**config.mk**
```make
export PLATFORM = sky130hd
export DESIGN_NAME = dpi_stream_dispatcher_flat
export DESIGN_NICKNAME = d
export VERILOG_FILES = /design/src/rtl/dpi_stream_dispatcher_pkg.sv /design/src/rtl/dpi_stream_dispatcher_if.sv /design/src/rtl/dpi_flow_table.sv /design/src/rtl/dpi_stream_dispatcher.sv /design/src/flat_wrapper.sv
export SDC_FILE = /design/constraint.sdc
export NUM_CORES = 2
export LEC_CHECK = 0
export BUFFER_PORTS_ARGS = -buffer_cell sky130_fd_sc_hd__buf_2
export CORE_UTILIZATION = 45
export CTS_CLUSTER_DIAMETER = 50
export DETAILED_ROUTE_END_ITERATION = 10
export SLEW_MARGIN = 40
export SYNTH_ARGS = -nofsm -noshare
export SYNTH_HDL_FRONTEND = slang
export SYNTH_HIERARCHICAL = 1
export SYNTH_SLANG_ARGS = --single-unit
```
**constraint.sdc**
```tcl
create_clock -name clk -period 7.6 [get_ports clk]
set_input_delay 1.14 -clock clk [delete_from_list [all_inputs] [get_ports clk]]
set_output_delay 1.14 -clock clk [all_outputs]
set_load 0.01 [all_outputs]
```
**src/rtl/dpi_stream_dispatcher_pkg.sv**
```systemverilog
// Shared types and default sizes for the DPI stream dispatcher and its flow table.
package dpi_stream_dispatcher_pkg;
  localparam int KEY_W_DEF       = 32;
  localparam int NUM_STREAMS_DEF = 64;
  localparam int ID_W_DEF        = 6;
  localparam int CNT_W           = 16;

  typedef enum logic [2:0] {
    ST_IDLE,
    ST_LOOKUP,
    ST_LOAD,
    ST_STREAM,
    ST_EOPS
  } state_e;
endpackage

```
**src/rtl/dpi_stream_dispatcher_if.sv**
```systemverilog
// Upstream byte stream plus the matcher-side restore/stream/save bus.
interface dpi_stream_dispatcher_if
  import dpi_stream_dispatcher_pkg::*;
#(
  parameter int KEY_W = KEY_W_DEF,
  parameter int ID_W  = ID_W_DEF
);
  logic             s_vld;
  logic             s_rdy;
  logic             s_sop;
  logic             s_eop;
  logic [KEY_W-1:0] s_key;
  logic [7:0]       s_data;
  logic             load_state;
  logic [ID_W-1:0]  stream_id;
  logic             new_stream_id;
  logic [7:0]       char_in;
  logic             char_in_vld;
  logic             eop;

  modport slave (
    input  s_vld, s_sop, s_eop, s_key, s_data,
    output s_rdy, load_state, stream_id, new_stream_id, char_in, char_in_vld, eop
  );

  modport master (
    output s_vld, s_sop, s_eop, s_key, s_data,
    input  s_rdy, load_state, stream_id, new_stream_id, char_in, char_in_vld, eop
  );
endinterface

```
**src/rtl/dpi_flow_table.sv**
```systemverilog
// Fully-associative key -> stream ID table; hit/id are registered one cycle after lookup_req.
// A miss allocates the lowest free entry, otherwise the round-robin victim.
module dpi_flow_table
  import dpi_stream_dispatcher_pkg::*;
#(
  parameter int KEY_W       = KEY_W_DEF,
  parameter int NUM_STREAMS = NUM_STREAMS_DEF,
  parameter int ID_W        = ID_W_DEF
) (
  input  logic             clk,
  input  logic             rst_n,
  input  logic             lookup_req,
  input  logic [KEY_W-1:0] lookup_key,
  input  logic             flush,
  output logic             hit,
  output logic [ID_W-1:0]  id
);
  logic [KEY_W-1:0]       keys_q [NUM_STREAMS];
  logic [KEY_W-1:0]       keys_d [NUM_STREAMS];
  logic [NUM_STREAMS-1:0] valid_q, valid_d;
  logic [ID_W-1:0]        victim_q, victim_d;
  logic [ID_W-1:0]        id_q, id_d;
  logic                   hit_q, hit_d;
  logic [ID_W-1:0]        hit_idx, free_idx;
  logic                   any_hit, any_free;

  // Scanning downwards leaves the lowest matching/free index as the winner.
  always_comb begin
    any_hit  = 1'b0;
    hit_idx  = '0;
    any_free = 1'b0;
    free_idx = '0;
    for (int i = NUM_STREAMS - 1; i >= 0; i--) begin
      if (valid_q[i] && keys_q[i] == lookup_key) begin
        any_hit = 1'b1;
        hit_idx = ID_W'(i);
      end
      if (!valid_q[i]) begin
        any_free = 1'b1;
        free_idx = ID_W'(i);
      end
    end
  end

  always_comb begin
    keys_d   = keys_q;
    valid_d  = valid_q;
    victim_d = victim_q;
    id_d     = id_q;
    hit_d    = hit_q;
    if (flush) begin
      valid_d = '0;
    end else if (lookup_req) begin
      hit_d = any_hit;
      if (any_hit) begin
        id_d = hit_idx;
      end else begin
        id_d = any_free ? free_idx : victim_q;
        if (!any_free) victim_d = victim_q + 1'b1;
        keys_d[id_d]  = lookup_key;
        valid_d[id_d] = 1'b1;
      end
    end
  end

  always_ff @(posedge clk) begin
    if (!rst_n) begin
      valid_q  <= '0;
      victim_q <= '0;
      id_q     <= '0;
      hit_q    <= 1'b0;
    end else begin
      valid_q  <= valid_d;
      victim_q <= victim_d;
      id_q     <= id_d;
      hit_q    <= hit_d;
    end
  end

  // Key storage is qualified by valid_q, so it needs no reset.
  always_ff @(posedge clk) begin
    keys_q <= keys_d;
  end

  assign hit = hit_q;
  assign id  = id_q;
endmodule

```
**src/rtl/dpi_stream_dispatcher.sv**
```systemverilog
// Maps SOP flow keys to stream IDs and drives the matcher bus: load_state at SOP+2, chars one cycle
// after acceptance, eop one cycle after the last char. s_rdy is low while a lookup/load or eop is pending.
module dpi_stream_dispatcher
  import dpi_stream_dispatcher_pkg::*;
#(
  parameter int KEY_W       = KEY_W_DEF,
  parameter int NUM_STREAMS = NUM_STREAMS_DEF,
  parameter int ID_W        = ID_W_DEF
) (
  input  logic                   clk,
  input  logic                   rst_n,
  input  logic                   flush,
  dpi_stream_dispatcher_if.slave bus,
  output logic [CNT_W-1:0]       pkt_cnt,
  output logic [CNT_W-1:0]       new_cnt,
  output logic [CNT_W-1:0]       drop_cnt
);
  state_e           state_q, state_d;
  logic             flush_pend_q, flush_pend_d;
  logic             load_q, load_d;
  logic             new_q, new_d;
  logic             cvld_q, cvld_d;
  logic             eop_q, eop_d;
  logic [ID_W-1:0]  sid_q, sid_d;
  logic [7:0]       char_q, char_d;
  logic [CNT_W-1:0] pkt_q, pkt_d, newc_q, newc_d, drop_q, drop_d;
  logic             rdy_c, lookup_req, tbl_flush, tbl_hit;
  logic [ID_W-1:0]  tbl_id;

  dpi_flow_table #(
    .KEY_W       (KEY_W),
    .NUM_STREAMS (NUM_STREAMS),
    .ID_W        (ID_W)
  ) u_flow_table (
    .clk        (clk),
    .rst_n      (rst_n),
    .lookup_req (lookup_req),
    .lookup_key (bus.s_key),
    .flush      (tbl_flush),
    .hit        (tbl_hit),
    .id         (tbl_id)
  );

  always_comb begin
    state_d      = state_q;
    flush_pend_d = flush_pend_q | flush;
    load_d       = 1'b0;
    eop_d        = 1'b0;
    cvld_d       = 1'b0;
    char_d       = char_q;
    sid_d        = sid_q;
    new_d        = new_q;
    pkt_d        = pkt_q;
    newc_d       = newc_q;
    drop_d       = drop_q;
    rdy_c        = 1'b0;
    lookup_req   = 1'b0;
    tbl_flush    = 1'b0;
    case (state_q)
      ST_IDLE: begin
        rdy_c = bus.s_vld && !bus.s_sop;
        if (bus.s_vld && !bus.s_sop && drop_q != '1) drop_d = drop_q + 1'b1;
        // A flush owns the table this cycle; a waiting SOP is held off until it is done.
        if (flush_pend_q || flush) begin
          tbl_flush    = 1'b1;
          flush_pend_d = 1'b0;
        end else if (bus.s_vld && bus.s_sop) begin
          lookup_req = 1'b1;
          state_d    = ST_LOOKUP;
        end
      end
      ST_LOOKUP: begin
        load_d  = 1'b1;
        sid_d   = tbl_id;
        new_d   = !tbl_hit;
        pkt_d   = pkt_q + 1'b1;
        if (!tbl_hit) newc_d = newc_q + 1'b1;
        state_d = ST_LOAD;
      end
      ST_LOAD: state_d = ST_STREAM;
      ST_STREAM: begin
        rdy_c = 1'b1;
        if (bus.s_vld) begin
          char_d = bus.s_data;
          cvld_d = 1'b1;
          if (bus.s_eop) state_d = ST_EOPS;
        end
      end
      ST_EOPS: begin
        eop_d   = 1'b1;
        state_d = ST_IDLE;
      end
      default: state_d = ST_IDLE;
    endcase
  end

  always_ff @(posedge clk) begin
    if (!rst_n) begin
      state_q      <= ST_IDLE;
      flush_pend_q <= 1'b0;
      load_q       <= 1'b0;
      new_q        <= 1'b0;
      cvld_q       <= 1'b0;
      eop_q        <= 1'b0;
      sid_q        <= '0;
      char_q       <= '0;
      pkt_q        <= '0;
      newc_q       <= '0;
      drop_q       <= '0;
    end else begin
      state_q      <= state_d;
      flush_pend_q <= flush_pend_d;
      load_q       <= load_d;
      new_q        <= new_d;
      cvld_q       <= cvld_d;
      eop_q        <= eop_d;
      sid_q        <= sid_d;
      char_q       <= char_d;
      pkt_q        <= pkt_d;
      newc_q       <= newc_d;
      drop_q       <= drop_d;
    end
  end

  assign bus.s_rdy         = rdy_c;
  assign bus.load_state    = load_q;
  assign bus.stream_id     = sid_q;
  assign bus.new_stream_id = new_q;
  assign bus.char_in       = char_q;
  assign bus.char_in_vld   = cvld_q;
  assign bus.eop           = eop_q;
  assign pkt_cnt           = pkt_q;
  assign new_cnt           = newc_q;
  assign drop_cnt          = drop_q;
endmodule
```
**src/flat_wrapper.sv**
```systemverilog
// flat-port wrapper written by rule: the top's interface ports become plain ports
module dpi_stream_dispatcher_flat import dpi_stream_dispatcher_pkg::*;
#(
  parameter int KEY_W       = KEY_W_DEF,
  parameter int NUM_STREAMS = NUM_STREAMS_DEF,
  parameter int ID_W        = ID_W_DEF
)
  (clk, rst_n, flush, pkt_cnt, new_cnt, drop_cnt, bus_s_vld, bus_s_sop, bus_s_eop, bus_s_key, bus_s_data, bus_s_rdy, bus_load_state, bus_stream_id, bus_new_stream_id, bus_char_in, bus_char_in_vld, bus_eop);
  dpi_stream_dispatcher_if #(.KEY_W(KEY_W), .ID_W(ID_W)) bus_i ();
  input  logic clk;
  input  logic rst_n;
  input  logic flush;
  output logic [CNT_W-1:0] pkt_cnt;
  output logic [CNT_W-1:0] new_cnt;
  output logic [CNT_W-1:0] drop_cnt;
  input wire logic [$bits(bus_i.s_vld)-1:0] bus_s_vld;
  input wire logic [$bits(bus_i.s_sop)-1:0] bus_s_sop;
  input wire logic [$bits(bus_i.s_eop)-1:0] bus_s_eop;
  input wire logic [$bits(bus_i.s_key)-1:0] bus_s_key;
  input wire logic [$bits(bus_i.s_data)-1:0] bus_s_data;
  output wire logic [$bits(bus_i.s_rdy)-1:0] bus_s_rdy;
  output wire logic [$bits(bus_i.load_state)-1:0] bus_load_state;
  output wire logic [$bits(bus_i.stream_id)-1:0] bus_stream_id;
  output wire logic [$bits(bus_i.new_stream_id)-1:0] bus_new_stream_id;
  output wire logic [$bits(bus_i.char_in)-1:0] bus_char_in;
  output wire logic [$bits(bus_i.char_in_vld)-1:0] bus_char_in_vld;
  output wire logic [$bits(bus_i.eop)-1:0] bus_eop;
  assign bus_i.s_vld = bus_s_vld;
  assign bus_i.s_sop = bus_s_sop;
  assign bus_i.s_eop = bus_s_eop;
  assign bus_i.s_key = bus_s_key;
  assign bus_i.s_data = bus_s_data;
  assign bus_s_rdy = bus_i.s_rdy;
  assign bus_load_state = bus_i.load_state;
  assign bus_stream_id = bus_i.stream_id;
  assign bus_new_stream_id = bus_i.new_stream_id;
  assign bus_char_in = bus_i.char_in;
  assign bus_char_in_vld = bus_i.char_in_vld;
  assign bus_eop = bus_i.eop;
  dpi_stream_dispatcher #(.KEY_W(KEY_W), .NUM_STREAMS(NUM_STREAMS), .ID_W(ID_W)) u_core (.clk(clk), .rst_n(rst_n), .flush(flush), .bus(bus_i), .pkt_cnt(pkt_cnt), .new_cnt(new_cnt), .drop_cnt(drop_cnt));
endmodule
```
# Yosys cells after proc, flatten, opt, wreduce, memory -nomap -nowiden
# Cells that the tools add are included.
# word_totals
register_bits	2195
input_bits	46
output_inout_bits	67
word_cells	530
# op_classes
add_sub_neg	4
n_lt_le_gt_ge	4
n_eq_ne	73
mux	279
bitwise_logic	8
n_reduce_logical	83
# ops
operator	count
bitwise mux 2048 bit	1
== test 32 bit	64
2-to-1 mux 6 bit	130
demux 32 bit (select 6 bit)	1
2-to-1 mux 1 bit	139
logical AND 1 bit	69
bitwise OR 64 bit	1
adder 16 x 1 -> 16 bit, second input constant	3
2-to-1 mux 32 bit	1
!= test 16 bit, second input constant	1
2-to-1 mux 3 bit	4
one-hot mux 3 bit (4 select lines)	1
AND reduction 2 bit	6
AND reduction 4 bit	2
greater-or-equal comparator 7 bit, second input constant	1
< comparator 6 x 7 -> 1 bit, second input constant	1
< comparator 7 x 1 -> 1 bit, second input constant	1
inverter 6 -> 7 bit	1
adder 6 x 1 -> 6 bit, second input constant	1
demux 1 bit (select 6 bit)	1
== test 3 x 2 -> 1 bit, second input constant	2
greater-or-equal comparator 6 x 1 -> 1 bit, second input constant	1
!= test 2 bit, second input constant	3
inverter 1 bit	5
10 further kinds	11

# Logic depth before layout (Yosys ltp)
# depth
ltp_word	71
mapped_depth	16
mapped_depth_nobuf	11

# Modules after synthesis
# The synthesis kept the hierarchy.
# by_module_without_submodules
module	n_inst	cells_each	area_each_um2	seq_area_each_um2
dpi_flow_table	1	5726	91143.7	63040.5
dpi_stream_dispatcher	1	363	3123.0	1401.3

# Worst setup path before layout
# No wires, ideal clock.
# synth_path
path_type	input port to flip-flop
startpoint	in bus_s_key[2]
endpoint	reg u_core/u_flow_table/keys_q[1152] in the netlist's numbering, enable pin
setup_time_ns	0.421
arrival_time_ns	5.204
required_ns	7.179
path_slack_ns	1.974
path_stages	13
path_buffers	4
cell_sequence	buf_4 buf_8 buf_8 xnor2_1 and3_1 nand3_2 nand4_2 or4_1 or4_4 buf_6 nor3_1 nand2_1 nor2_1
# synth_between
elab_chain_len	68
word_cells_on_any_way	194
cone_classes	eq/ne (64); mux (64); bitwise (1); reduce/logical (65)
# synth_rtl
item	line_no	source
start, declared	flat_wrapper.sv:19	input wire logic [$bits(bus_i.s_key)-1:0] bus_s_key;
== test 32 bit	dpi_flow_table.sv:34	if (valid_q[i] && keys_q[i] == lookup_key) begin
logical AND 1 bit	dpi_flow_table.sv:34	
2-to-1 mux 1 bit (63 in series)	dpi_flow_table.sv:34	
2-to-1 mux 1 bit *	dpi_flow_table.sv:34	
inverter 1 bit (no line) *	--	
AND reduction 3 bit (no line) *	--	
end signal, assigned	dpi_flow_table.sv:82	keys_q <= keys_d;
end, declared	dpi_flow_table.sv:18	logic [KEY_W-1:0] keys_q [NUM_STREAMS];
# Mark *: on every way between the ends. The rest lies on a longest branch, timed or not.
# A chain may end at the register's enable or synchronous reset.

# Final worst setup path
# layout_path
startpoint	in bus_s_key[29]
endpoint	reg u_core/u_flow_table/keys_q[474] in the netlist's numbering, enable pin
# The elaborated chain is that of the path after synthesis.

==> key figures <==
Synthesis
  • Synth Warn #: 6
  • #FFs+latches synth: 2195
  • Sequential cell area fraction in the yosys report: 68.36%
  • Post-synth EDFFs: 2048
  • Syn nets: 6139
  • Cell Area, Synth: 94270 um^2
  • Post-synth top flop: edfxtp_1
  • Cell count after synthesis: 6089
  • Syn_area_per_cell: 15.48 um^2
  • Async S/R FF share, synth: 0%
  • Synth cell types: 80

Route
  • Post-DR wirelength/cell: 26.68 um
  • Drt drc: 0
  • Via count: 52110
  • WL final: 253.3 mm
  • Initial DRT Pass Iterations: 6
  • Vias per Instance: 5.487
  • ANT nets after route: 0
  • Iter 0 DRT Violations: 5447

Floorplanning
  • Die height: 459.7 um
  • Die width: 459.7 um
  • Die area: 211300 um^2
  • # rows: 167
  • Core area: 207700 um^2
  • Num ports: 113
  • Starting Density: 45.39%

Global routing
  • Grt total ovfl: 0
  • First-pass GRT wire length: 365.8 mm
  • Number of global-route vias before repair: 50670
  • Initial antenna violation count: 10
  • Pin count of the biggest net entering global routing: 66
  • Global-route usage over all layers: 23.88%

STA
  • Final Cycle Share: 76.09%
  • Final setup vio count: 0
  • Setup tns final: 0 ps
  • Final Hold Vio Count: 0
  • Final setup margin: 1817 ps
  • Max-slew violation count: 0
  • Clock skew: 60.60 ps
  • Relative slew margins: 38.20%
  • Unrepaired setup endpoints after global routing: false
  • Final worst path period need: 5783 ps
  • Worst-margin pin slew: 918.6 ps
  • Fmax: 0.1729 GHz

Power and ir drop
  • Static Leak: 34.62 nW
  • Combinational share of power: 5.5%
  • Sw Ratio: 22.16%
  • Clock power frac: 44.1%
  • Maximum vdd drop: 206.0 uV
  • Power Density: 244.2 nW/um^2
  • Pint: 0.02043 W
  • Seq pwr share: 50.4%
  • Psw: 0.005818 W

Clock tree
  • Num Clock Sinks: 2195
  • Clk Latency, worst-skew pair: 880 ps
  • Clock root cell: clkbuf_16
  • CTS tree: built
  • PostCTS Resize Cnt: 0
  • Clock transition at path regs: 60 ps
  • H-tree lvl count: 4
  • Clk buf depth: 3
  • Cts bufs inserted: 238
  • Setup Buffers After CTS: 0
  • Hold buffers post-CTS: 0

Layout
  • Final net count: 6553
  • Post-route cell area: 107500 um^2
  • Fraction of layout cells with a size suffix above 1: 13.44%
  • Area delta synth->final: 14.06%

Placement
  • Detailed-placement wirelength estimate: 153.0 mm
  • Final GP Congestion: 0.9056
  • IO Port Bufs: 112
  • Dpl ws: 913.8 ps
  • Post-DP Area: 99610 um^2

Hold path
  • Min-delay worst type: reg -> reg

Status
  • Status: finished, final reports clean

Worst setup path
  • CP max FO: 51
  • Setup CP Type: in -> reg
  • Critical Path AT: 6320 ps
  • CP Capture Type: flip-flop
  • Startpoint types: input port
  • CP Data Required Time: 8140 ps

Flow run
  • Maxcap violations: 0
## placed cells by master, fill, tap and decap left out, types with 65 or more instances in the layout
cell type  netlist  final
clkbuf_16        0    240
buf_2            8     80
edfxtp_1      2048   2048
a22o_1          66     66
a21oi_1         69     68
nor2_1         137     70
buf_12           6     79
nor3_1          90     90
dfxtp_1        147    147
nand3_1        146    145
nand4_1        317    317
nand2_1        144    144
buf_4           61    237
xor2_1         945    945
nor4_1         258    255
xnor2_1       1105   1105
nor2_2           0     65
## critical path, stage by stage
cell and delay [ps]:
clkbuf_8 540, buf_4 400, xor2_1 440, nor3_1 150, nand3_1 110, or3_1 270
nand4_1 270, or4_4 540, or4_4 620, nor2_4 150, and2_1 230, nand2_1 450
nor2_2 450, buf_4 400
## metrics by stage
stage	utilization, %	hold WS (ps)	instances	total power (W)
2_1_floorplan	-	428.7	6089	0.01430
3_3_place_gp	47.94	440.9	9049	0.01492
3_5_place_dp	47.96	445.8	9049	0.01494
4_1_cts	51.74	425.2	9492	0.02646
5_1_grt	51.77	473.7	9495	0.02698
6_report	51.77	458.2	9496	0.02625
## kinds of logic after synthesis
logic type / share of synthesized area [%]
AND/OR/NAND/NOR: 7.656
adder cells (fa/ha/maj): 0.05309
multiplexers: 0.07433
flip-flops: 68.36
buffers and inverters: 2.903
AO/OA/AOI/OAI: 1.889
XOR/XNOR: 19.06
## final timing paths
check,start,endpoint,slack (ps),depth (start not counted)
worst max-delay path,bus_s_key[29],u_core/u_flow_table/keys_q[474],1820,14
worst min-delay path,u_core/bus.stream_id[1],u_core/bus.stream_id[1],460,2
worst max register to register,u_core/u_flow_table/valid_q[0],u_core/u_flow_table/keys_q[860],2660,13
worst min register to register,u_core/bus.stream_id[1],u_core/bus.stream_id[1],460,2
## synth_stat cells (all sizes together) (69+ instances only)
cell / number / share of area [%]
a21oi: 69 / 0.37
nand2: 144 / 0.57
xnor2: 1105 / 10
xor2: 946 / 8.8
dfxtp: 147 / 3.1
buf: 232 / 2.6
nand4: 322 / 2.2
nor3: 91 / 0.50
nor2: 146 / 0.69
edfxtp: 2048 / 65
nand3: 152 / 0.84
nor4: 262 / 1.8
## per-layer routing
metal  routed length [um]  track usage (%)  vias up  share of wire [%]
li1                     -                -    23230                  -
met1               117400            35.33    27060                 46
met2               117300            37.63     1517                 46
met3                13880            2.881      302                5.5
met4                 4757            5.397        0                1.9
met5                    0                0        -                  0
## registers in the layout, indices dropped and copies added (netlist names), 3 cells and up
| signal | count |
|---|---|
| u_core/drop_cnt | 16 |
| u_core/bus.stream_id | 6 |
| u_core/state_q | 3 |
| u_core/u_flow_table/victim_q | 6 |
| u_core/u_flow_table/valid_q | 64 |
| u_core/new_cnt | 16 |
| u_core/u_flow_table/keys_q | 2048 |
| u_core/pkt_cnt | 16 |
| u_core/bus.char_in | 8 |
| u_core/u_flow_table/id | 6 |
## power groups by stage
stage               Combinational, W  Sequential (W)  Clock, W
finish                       0.00146          0.0132    0.0116
global route                 0.00155          0.0132    0.0122
CTS                          0.00148          0.0132    0.0118
detailed placement           0.00147          0.0135         0
global placement             0.00145          0.0135         0
floorplan                   0.000829          0.0135         0
## final cells by class
cell class                 instances  area (um^2)
clock inverter                   151         1597
clock buffer                     292         6261
antenna                            2        5.005
fill                           17200       100200
tap                             2788         3488
sequential                      2195        64440
multi-input combinational       3589        27310
inverter                          50        187.7
timing repair buffer             429         4229
Power figures use the tool's default switching activity.
